<file path="src/rtl/wb_i2s_dma.sv">
// wb_i2s_dma
// Wishbone bus-master DMA that keeps the I2S transmitter FIFO fed from a
// ring buffer in memory. Each refill request moves BURST words. Each word is
// one memory read followed by one write to the I2S data register.
//
// Ports
//   clk_i, rst_i          clock, asynchronous active-low reset
//   s_cyc_i .. s_dat_o    configuration slave: 0 CTRL, 1 BASE, 2 LEN, 3 STAT
//   m_cyc_o .. m_dat_i    bus master towards memory and the I2S data register
//   req_i                 I2S half-FIFO refill request (level, rising edge counted)
//   irq_o                 ring-position interrupt to the CPU (half / wrap)
module wb_i2s_dma #(
    parameter int unsigned BURST    = 2048,
    parameter int unsigned PRIME    = 2,
    parameter logic [31:0] I2S_ADDR = 32'h4000_0004
) (
    input  logic        clk_i,
    input  logic        rst_i,
    input  logic        s_cyc_i,
    input  logic        s_stb_i,
    input  logic [1:0]  s_adr_i,
    input  logic        s_we_i,
    input  logic [31:0] s_dat_i,
    output logic        s_ack_o,
    output logic [31:0] s_dat_o,
    output logic        m_cyc_o,
    output logic        m_stb_o,
    output logic        m_we_o,
    output logic [31:0] m_adr_o,
    output logic [31:0] m_dat_o,
    output logic [3:0]  m_sel_o,
    input  logic        m_ack_i,
    input  logic [31:0] m_dat_i,
    input  logic        req_i,
    output logic        irq_o
);

    localparam logic [15:0] LAST_CNT = 16'(BURST - 1);
    localparam logic [1:0]  PRIME_W  = 2'(PRIME);

    typedef enum logic [1:0] {IDLE, RD, WR} state_t;

    state_t      state;
    state_t      state_nxt;

    logic [2:0]  ctrl;
    logic [31:0] base;
    logic [15:0] len;
    logic [15:0] pos;
    logic [15:0] cnt;
    logic [1:0]  pend;
    logic        wrap_f;
    logic        half_f;
    logic        req_q;
    logic [31:0] rd_buf;

    logic        en;
    logic        busy;
    logic        acc;
    logic        wr_acc;
    logic        wr_ctrl;
    logic        wr_stat;
    logic        en_rise;
    logic        req_rise;
    logic        start;
    logic        rd_done;
    logic        wr_done;
    logic        pos_last;
    logic        pos_half;
    logic [15:0] len_m1;
    logic [15:0] half_m1;

    assign en       = ctrl[0];
    assign busy     = (state != IDLE);
    assign acc      = s_cyc_i & s_stb_i & ~s_ack_o;
    assign wr_acc   = acc & s_we_i;
    assign wr_ctrl  = wr_acc & (s_adr_i == 2'd0);
    assign wr_stat  = wr_acc & (s_adr_i == 2'd3);
    assign en_rise  = wr_ctrl & s_dat_i[0] & ~en;
    assign req_rise = req_i & ~req_q;

    // For LEN==1, half_m1 is 16'hFFFF, which pos never reaches, so half_f stays clear.
    assign len_m1   = len - 16'd1;
    assign half_m1  = {1'b0, len[15:1]} - 16'd1;
    assign pos_last = (pos == len_m1);
    assign pos_half = (pos == half_m1);

    // Slave port: one ack per access. A write lands on the edge that raises
    // the ack, and read data is captured on that same edge.
    always_ff @(posedge clk_i or negedge rst_i) begin
        if (!rst_i) begin
            s_ack_o <= 1'b0;
            s_dat_o <= 32'd0;
            ctrl    <= 3'd0;
            base    <= 32'd0;
            len     <= 16'd0;
        end else begin
            s_ack_o <= acc;
            if (acc) begin
                case (s_adr_i)
                    2'd0:    s_dat_o <= {29'd0, ctrl};
                    2'd1:    s_dat_o <= base;
                    2'd2:    s_dat_o <= {16'd0, len};
                    default: s_dat_o <= {busy, 1'b0, wrap_f, half_f, 12'd0, pos};
                endcase
            end
            if (wr_acc) begin
                case (s_adr_i)
                    2'd0:    ctrl <= s_dat_i[2:0];
                    2'd1:    base <= {s_dat_i[31:2], 2'b00};
                    2'd2:    len  <= s_dat_i[15:0];
                    default: ;
                endcase
            end
        end
    end

    always_ff @(posedge clk_i or negedge rst_i) begin
        if (!rst_i) begin
            state <= IDLE;
        end else begin
            state <= state_nxt;
        end
    end

    // Strobes are held until ack. After the read ack the FSM goes straight into
    // the write, with no idle cycle. Clearing en ends the burst at the next ack.
    always_comb begin
        state_nxt = state;
        m_cyc_o   = 1'b0;
        m_stb_o   = 1'b0;
        m_we_o    = 1'b0;
        m_adr_o   = 32'd0;
        m_dat_o   = 32'd0;
        m_sel_o   = 4'h0;
        start     = 1'b0;
        rd_done   = 1'b0;
        wr_done   = 1'b0;
        case (state)
            IDLE: begin
                if (en && (pend != 2'd0) && (len != 16'd0)) begin
                    start     = 1'b1;
                    state_nxt = RD;
                end
            end
            RD: begin
                m_cyc_o = 1'b1;
                m_stb_o = 1'b1;
                m_sel_o = 4'hF;
                m_adr_o = base + {14'd0, pos, 2'b00};
                if (m_ack_i) begin
                    rd_done   = 1'b1;
                    state_nxt = en ? WR : IDLE;
                end
            end
            WR: begin
                m_cyc_o = 1'b1;
                m_stb_o = 1'b1;
                m_we_o  = 1'b1;
                m_sel_o = 4'hF;
                m_adr_o = I2S_ADDR;
                m_dat_o = rd_buf;
                if (m_ack_i) begin
                    wr_done   = 1'b1;
                    state_nxt = ((cnt == LAST_CNT) || !en) ? IDLE : RD;
                end
            end
            default: state_nxt = IDLE;
        endcase
    end

    // Pending-burst counter. Enabling loads the prime count, and a disabled
    // block holds nothing pending. A request edge that coincides with a burst
    // start cancels out.
    always_ff @(posedge clk_i or negedge rst_i) begin
        if (!rst_i) begin
            req_q <= 1'b0;
            pend  <= 2'd0;
        end else begin
            req_q <= req_i;
            if (en_rise) begin
                pend <= PRIME_W;
            end else if (!en) begin
                pend <= 2'd0;
            end else if (req_rise && !start) begin
                if (pend != 2'd3) begin
                    pend <= pend + 2'd1;
                end
            end else if (!req_rise && start) begin
                pend <= pend - 2'd1;
            end
        end
    end

    // Ring position, burst word count and read buffer. pos moves only when a
    // word reaches the I2S, so an aborted read leaves it unchanged.
    always_ff @(posedge clk_i or negedge rst_i) begin
        if (!rst_i) begin
            pos    <= 16'd0;
            cnt    <= 16'd0;
            rd_buf <= 32'd0;
        end else begin
            if (rd_done) begin
                rd_buf <= m_dat_i;
            end
            if (en_rise) begin
                pos <= 16'd0;
                cnt <= 16'd0;
            end else begin
                if (start) begin
                    cnt <= 16'd0;
                end
                if (wr_done) begin
                    pos <= pos_last ? 16'd0 : pos + 16'd1;
                    if (state_nxt == RD) begin
                        cnt <= cnt + 16'd1;
                    end
                end
            end
        end
    end

    // Ring-position flags. If a set and a clear fall on the same cycle, the set wins.
    always_ff @(posedge clk_i or negedge rst_i) begin
        if (!rst_i) begin
            wrap_f <= 1'b0;
            half_f <= 1'b0;
            irq_o  <= 1'b0;
        end else begin
            wrap_f <= (wr_done & pos_last) | (wrap_f & ~(wr_stat & s_dat_i[29]));
            half_f <= (wr_done & pos_half) | (half_f & ~(wr_stat & s_dat_i[28]));
            irq_o  <= (ctrl[1] & half_f) | (ctrl[2] & wrap_f);
        end
    end

endmodule

</file>
<file path="config.mk">
export PLATFORM = sky130hd
export DESIGN_NAME = wb_i2s_dma
export DESIGN_NICKNAME = d
export VERILOG_FILES = /design/src/rtl/wb_i2s_dma.sv
export SDC_FILE = /design/constraint.sdc
export NUM_CORES = 1
export LEC_CHECK = 0
export ABC_AREA = 1
export CORE_MARGIN = 2
export CORE_UTILIZATION = 58
export CTS_CLUSTER_SIZE = 20
export DETAILED_ROUTE_END_ITERATION = 7
export PLACE_DENSITY_LB_ADDON = 0.05
export SLEW_MARGIN = 25
export SYNTH_ARGS = -nofsm -noshare
export SYNTH_HDL_FRONTEND = slang
export SYNTH_SLANG_ARGS = --single-unit
</file>
<file path="constraint.sdc">
create_clock -name clk_i -period 3.75 [get_ports clk_i]
set_input_delay 0.5625 -clock clk_i [delete_from_list [all_inputs] [get_ports clk_i]]
set_output_delay 0.5625 -clock clk_i [all_outputs]
set_load 0.01 [all_outputs]
</file>
Word level (Yosys, flattened, before mapping):

Index checks and enable logic that the tools add are counted.

* add/sub/neg operators: 7
* $mul: 0
* div/mod/pow operators: 0
* order comparisons: 0
* eq/ne operators: 12
* shift operators: 0
* mux-type cells: 29
* bitwise operators: 24
* reductions and logical operators: 19

Operators by type and width (count)
* $mux W16: 7
* $pmux W32 S3: 1
* $pmux W32 S2: 1
* $add A16 B1 Y16 const B: 2
* $add A32 B18 Y32: 1
* $eq A16 B16 Y1: 2
* $mux W32: 1
* $mux W2: 9
* $and A1 B1 Y1: 16
* $eq A16 B11 Y1 const B: 1
* $reduce_bool A16 Y1: 1
* $sub A15 B1 Y16 const B: 1
* $sub A16 B1 Y16 const B: 1
* $mux W1: 8
* $reduce_and A2 Y1: 4
* $eq A2 B1 Y1 const B: 3
* $eq A2 B2 Y1 const B: 3
* $pmux W2 S3: 1
* $reduce_bool A2 Y1: 3
* $not A1 Y1: 5
* $logic_and A1 B1 Y1: 4
* $logic_not A2 Y1: 2
* $mux W4: 1
* $ne A4 B1 Y1 const B: 1
* 8 further kinds: 12

* register bits: 154
* latch bits: 0
* RAM bits: 0
* ROM bits: 0
* input port bits: 73
* output and inout port bits: 105
* word-level logic and storage cells: 105
* memories kept: 0

Depth between registers and ports, before layout:

* word-level depth: 10
* mapped depth: 17
* depth with buffers taken out: 15

Least setup slack after synthesis:

Ideal clock, no wire load.

* path type: register to output
* from: register pos[0]
* to: output port m_adr_o[26]
* arrival: 2.084 ns
* data required time: 3.188 ns
* setup slack: 1.103 ns
* stages on the path, launching flop included: 14
* buffers on the path: 0
* cell sequence: dfrtp_1 -> ha_1 -> fa_1 -> nand2_1 -> nand2_1 -> o21ai_0 -> inv_1 -> nand2_1 -> nand2_1 -> nand3_1 -> nand2_1 -> nand2_1 -> nor3_1 -> nor3_1

* word-level cells in the longest chain between the ends: 2

Ends and longest elaborated chain
* start: declaration: line 49 `logic [15:0] pos;`
* start signal: assignment: line 214 `pos <= pos_last ? 16'd0 : pos + 16'd1;`
* $add A32 B18 Y32: line 150 `m_adr_o = base + {14'd0, pos, 2'b00};`
* $pmux W32 S2: line 139 `case (state)`
* end: declaration: line 29 `output logic [31:0] m_adr_o,`

Every way passes these cells.

Worst setup path in the final report:

* from: register pos[1]
* to: output port m_adr_o[17]

Same word-level chain as after synthesis.

==> results by group <==
Clocking
  • Clock Tree Root: clkbuf_16
  • CTS Hold Buffers Added: 0
  • Maximum root-to-sink buffer count: 2
  • CTS H-tree lvls: 4
  • TritonCTS clock tree: built
  • Clock-pin slew on the worst setup and hold paths: 0.06 ns
  • CTS Sinks: 154
  • CTS Buf Count: 17
  • Worst-Skew Late Latency: approximately 0.44 ns

Flow run
  • Max cap viols: 0

STA
  • Period minus WS final: about 3.6 ns
  • Slew Limit Headroom: a little over two fifths
  • Worst setup margin: 0.148 ns
  • Max Fclk: about 280 MHz
  • Actual slew at the worst max-slew pin: roughly 0.86 ns
  • # setup viols final: 0
  • Worst-case clock skew: around 0.011 ns
  • Final slew viol count: 0
  • Final Hold Viols: 0
  • Final period util: 96.1%

Routing
  • DRT antenna net count: 0
  • Via density: roughly 5.5
  • Total Routed Length: between 20000 and 30000 microns
  • Drt first pass iters: 7
  • WL/cell: 16.9 microns
  • Total number of vias: 9540
  • DR iter-0 viols: roughly 780
  • # DRC: 0

Global routing
  • Global-route wire length before repair: between 40000 and 50000 microns
  • GR Overflow Total: 0
  • Initial antenna violation count: 0
  • Number of global-route vias before repair: about 8900
  • Total Routing Usage GR: 33.4%
  • Largest net degree at the start of global routing: a little over 80

Floorplanning
  • Core area: between 15000 and 20000 sq um
  • Initial core utilization: around three fifths
  • Die span in y: 133 microns
  • Die area: about 18000 sq um
  • Die W: between 100 and 150 microns
  • Io pins: around 180
  • Num rows: 47

Logic synthesis
  • Post-synth top area share: 39.9%
  • Yosys cell types: 52
  • Syn avg cell area: just over 7 sq um
  • Most area-hungry cell type in the Yosys netlist: dfrtp_1
  • Post-Syn Instances: around 1300
  • Synth top area cells: dfrtp_1 40%, nand2_1 15%, inv_1 5.9%
  • Post-synth EDFFs: 0
  • Synthesized area: between 9000 and 10000 sq um
  • Most common flop cell mapped by yosys: dfrtp_1
  • Share of async-settable or async-resettable flops after synthesis: 100%
  • Cell with the most instances after synthesis: nand2_1
  • Most instantiated cells after synthesis: 399 x nand2_1, 154 x dfrtp_1, 152 x inv_1, 130 x nor2_1, 98 x o21ai_0
  • Sequential cell area fraction in the yosys report: 39.9%
  • Synthesized flop and latch total: 154
  • Warnings from Yosys: 0

Worst setup path
  • CP arrival: between 3 and 4 ns
  • R2R Path End: pend[1]$_DFFE_PN0P_
  • Critical Path Sink Type: primary output
  • Crit Path Max Fanout: 9
  • Crit Path Category: reg -> out
  • CP required: 3.19 ns
  • R2r worst-path depth: 11
  • CP startpoint kind: flop
  • R2R Setup Slk: around 0.99 ns
  • RR Startpoint: len[0]$_DFFE_PN0P_

Power
  • Leakage power: approximately 0.0060 uW
  • Pwr/cell area: between 500 and 600 nW/um^2
  • Peak VDD IR: between 300 and 400 uV
  • Power consumption: ~6800 uW

Placement
  • Pre-CTS WS: around 0.37 ns
  • Detailed Place HPWL: 21500 microns
  • I/O Buffers: 175
  • GPL Wtd Cong: about 0.98

Status
  • Status: completed

Finish
  • Area delta synth->final: 26.2%
  • Layout Nets: approximately 1600
  • ANT cells: 0
  • Layout cell share with drive strength beyond 1: 7.22%

Worst hold path
  • Hold Path Class: in -> async
layer usage:
| layer | part of all wire, % | wire (microns) | vias to the layer above | GRT usage (%) |
|---|---|---|---|---|
| li1 | - | - | 4602 | - |
| met4 | 2.1 | 599 | 0 | 9.16 |
| met2 | 46 | 13400 | 417 | 53.8 |
| met3 | 7.9 | 2300 | 52 | 6.13 |
| met1 | 44 | 12900 | 4469 | 46.9 |
| met5 | 0 | 0 | - | 0 |
metrics by stage:
stage	utilization, %	cells	TNS (ns)	cell area (sq um)	hold WS (ns)
floorplan	-	1340	0	9670	0.267
global placement	70.4	1700	0	11600	0.456
detailed placement	70.4	1700	0	11600	0.465
CTS	73.7	1729	0	12100	0.203
global route	74.1	1729	-0.0174	12200	0.240
finish	74.1	1729	0	12200	0.166
registers in the layout, indices dropped and copies added, names as in the netlist:
name and flops:
s_dat_o 32, pend 2, len 16, state 2, half_f 1, rd_buf 32
pos 16, wrap_f 1, irq_o 1, ctrl 3, req_q 1, base 30
cnt 16, s_ack_o 1
logic make-up (layout without fill, tap and decap cells):
kind of cell | Yosys count | count (layout) | share of synthesized area, %
AND/OR/NAND/NOR | 661 | 661 | 29.1
XOR/XNOR | 47 | 47 | 4.26
flip-flops | 154 | 154 | 39.9
AO/OA/AOI/OAI | 226 | 226 | 13.2
multiplexers | 9 | 9 | 1.04
adder cells (fa/ha/maj) | 26 | 26 | 3.44
other | 1 | 2 | 0.0388
buffers and inverters | 215 | 384 | 9.07
power breakdown:
group | switching, uW | internal, uW
registers | 374 | 2050
clock network | 686 | 938
logic | 1590 | 1170
total | 2650 | 4160
cell usage in the layout, fill, tap and decap left out, drive strengths merged, types with 8 or more instances in the layout:
master / synthesis / routed
a21oi: 87 / 87
a221oi: 11 / 11
buf: 22 / 26
clkbuf: 38 / 23
clkdlybuf4s50: 0 / 169
dfrtp: 154 / 154
ha: 25 / 25
inv: 154 / 155
mux2: 8 / 8
nand2: 405 / 405
nand3: 76 / 76
nand4: 14 / 14
nor2: 141 / 141
nor3: 14 / 14
o21ai: 100 / 100
xnor2: 17 / 17
xor2: 30 / 30
worst max-delay path by stage:
stage	slack (ns)	end	startpoint
3_5_place_dp	0.37	m_adr_o[30]	pos[0]$_DFFE_PN0P_
6_report	0.15	m_adr_o[17]	pos[1]$_DFFE_PN0P_
5_1_grt	-0.02	m_adr_o[22]	pos[0]$_DFFE_PN0P_
3_3_place_gp	0.41	m_adr_o[30]	pos[0]$_DFFE_PN0P_
2_1_floorplan	1.10	m_adr_o[26]	pos[0]$_DFFE_PN0P_
4_1_cts	0.04	m_adr_o[28]	pos[0]$_DFFE_PN0P_
critical path, cell delays in order (launching register included):
cell and delay, ns:
dfrtp_1 0.54, ha_1 0.30, nand2_1 0.06, nand2_1 0.04
o21ai_1 0.17, inv_1 0.17, a21oi_1 0.22, o21ai_0 0.16
a21o_1 0.22, nand2_1 0.06, nand2_1 0.05, nor2_1 0.08
clkdlybuf4s50_1 0.54
final cells by class:
class | instances | area, sq um
clock inverter | 6 | 67.6
clock buffer | 23 | 468
multi-input combinational | 971 | 5000
fill | 1319 | 4270
timing repair buffer | 200 | 1950
sequential | 154 | 3850
tap | 220 | 275
inverter | 155 | 584
repair_timing:
item	in CTS	in global routing
resized for setup	4	14
buffers inserted	0	0
endpoints found under the setup margin	3	14
Power figures use the tool's default switching activity.
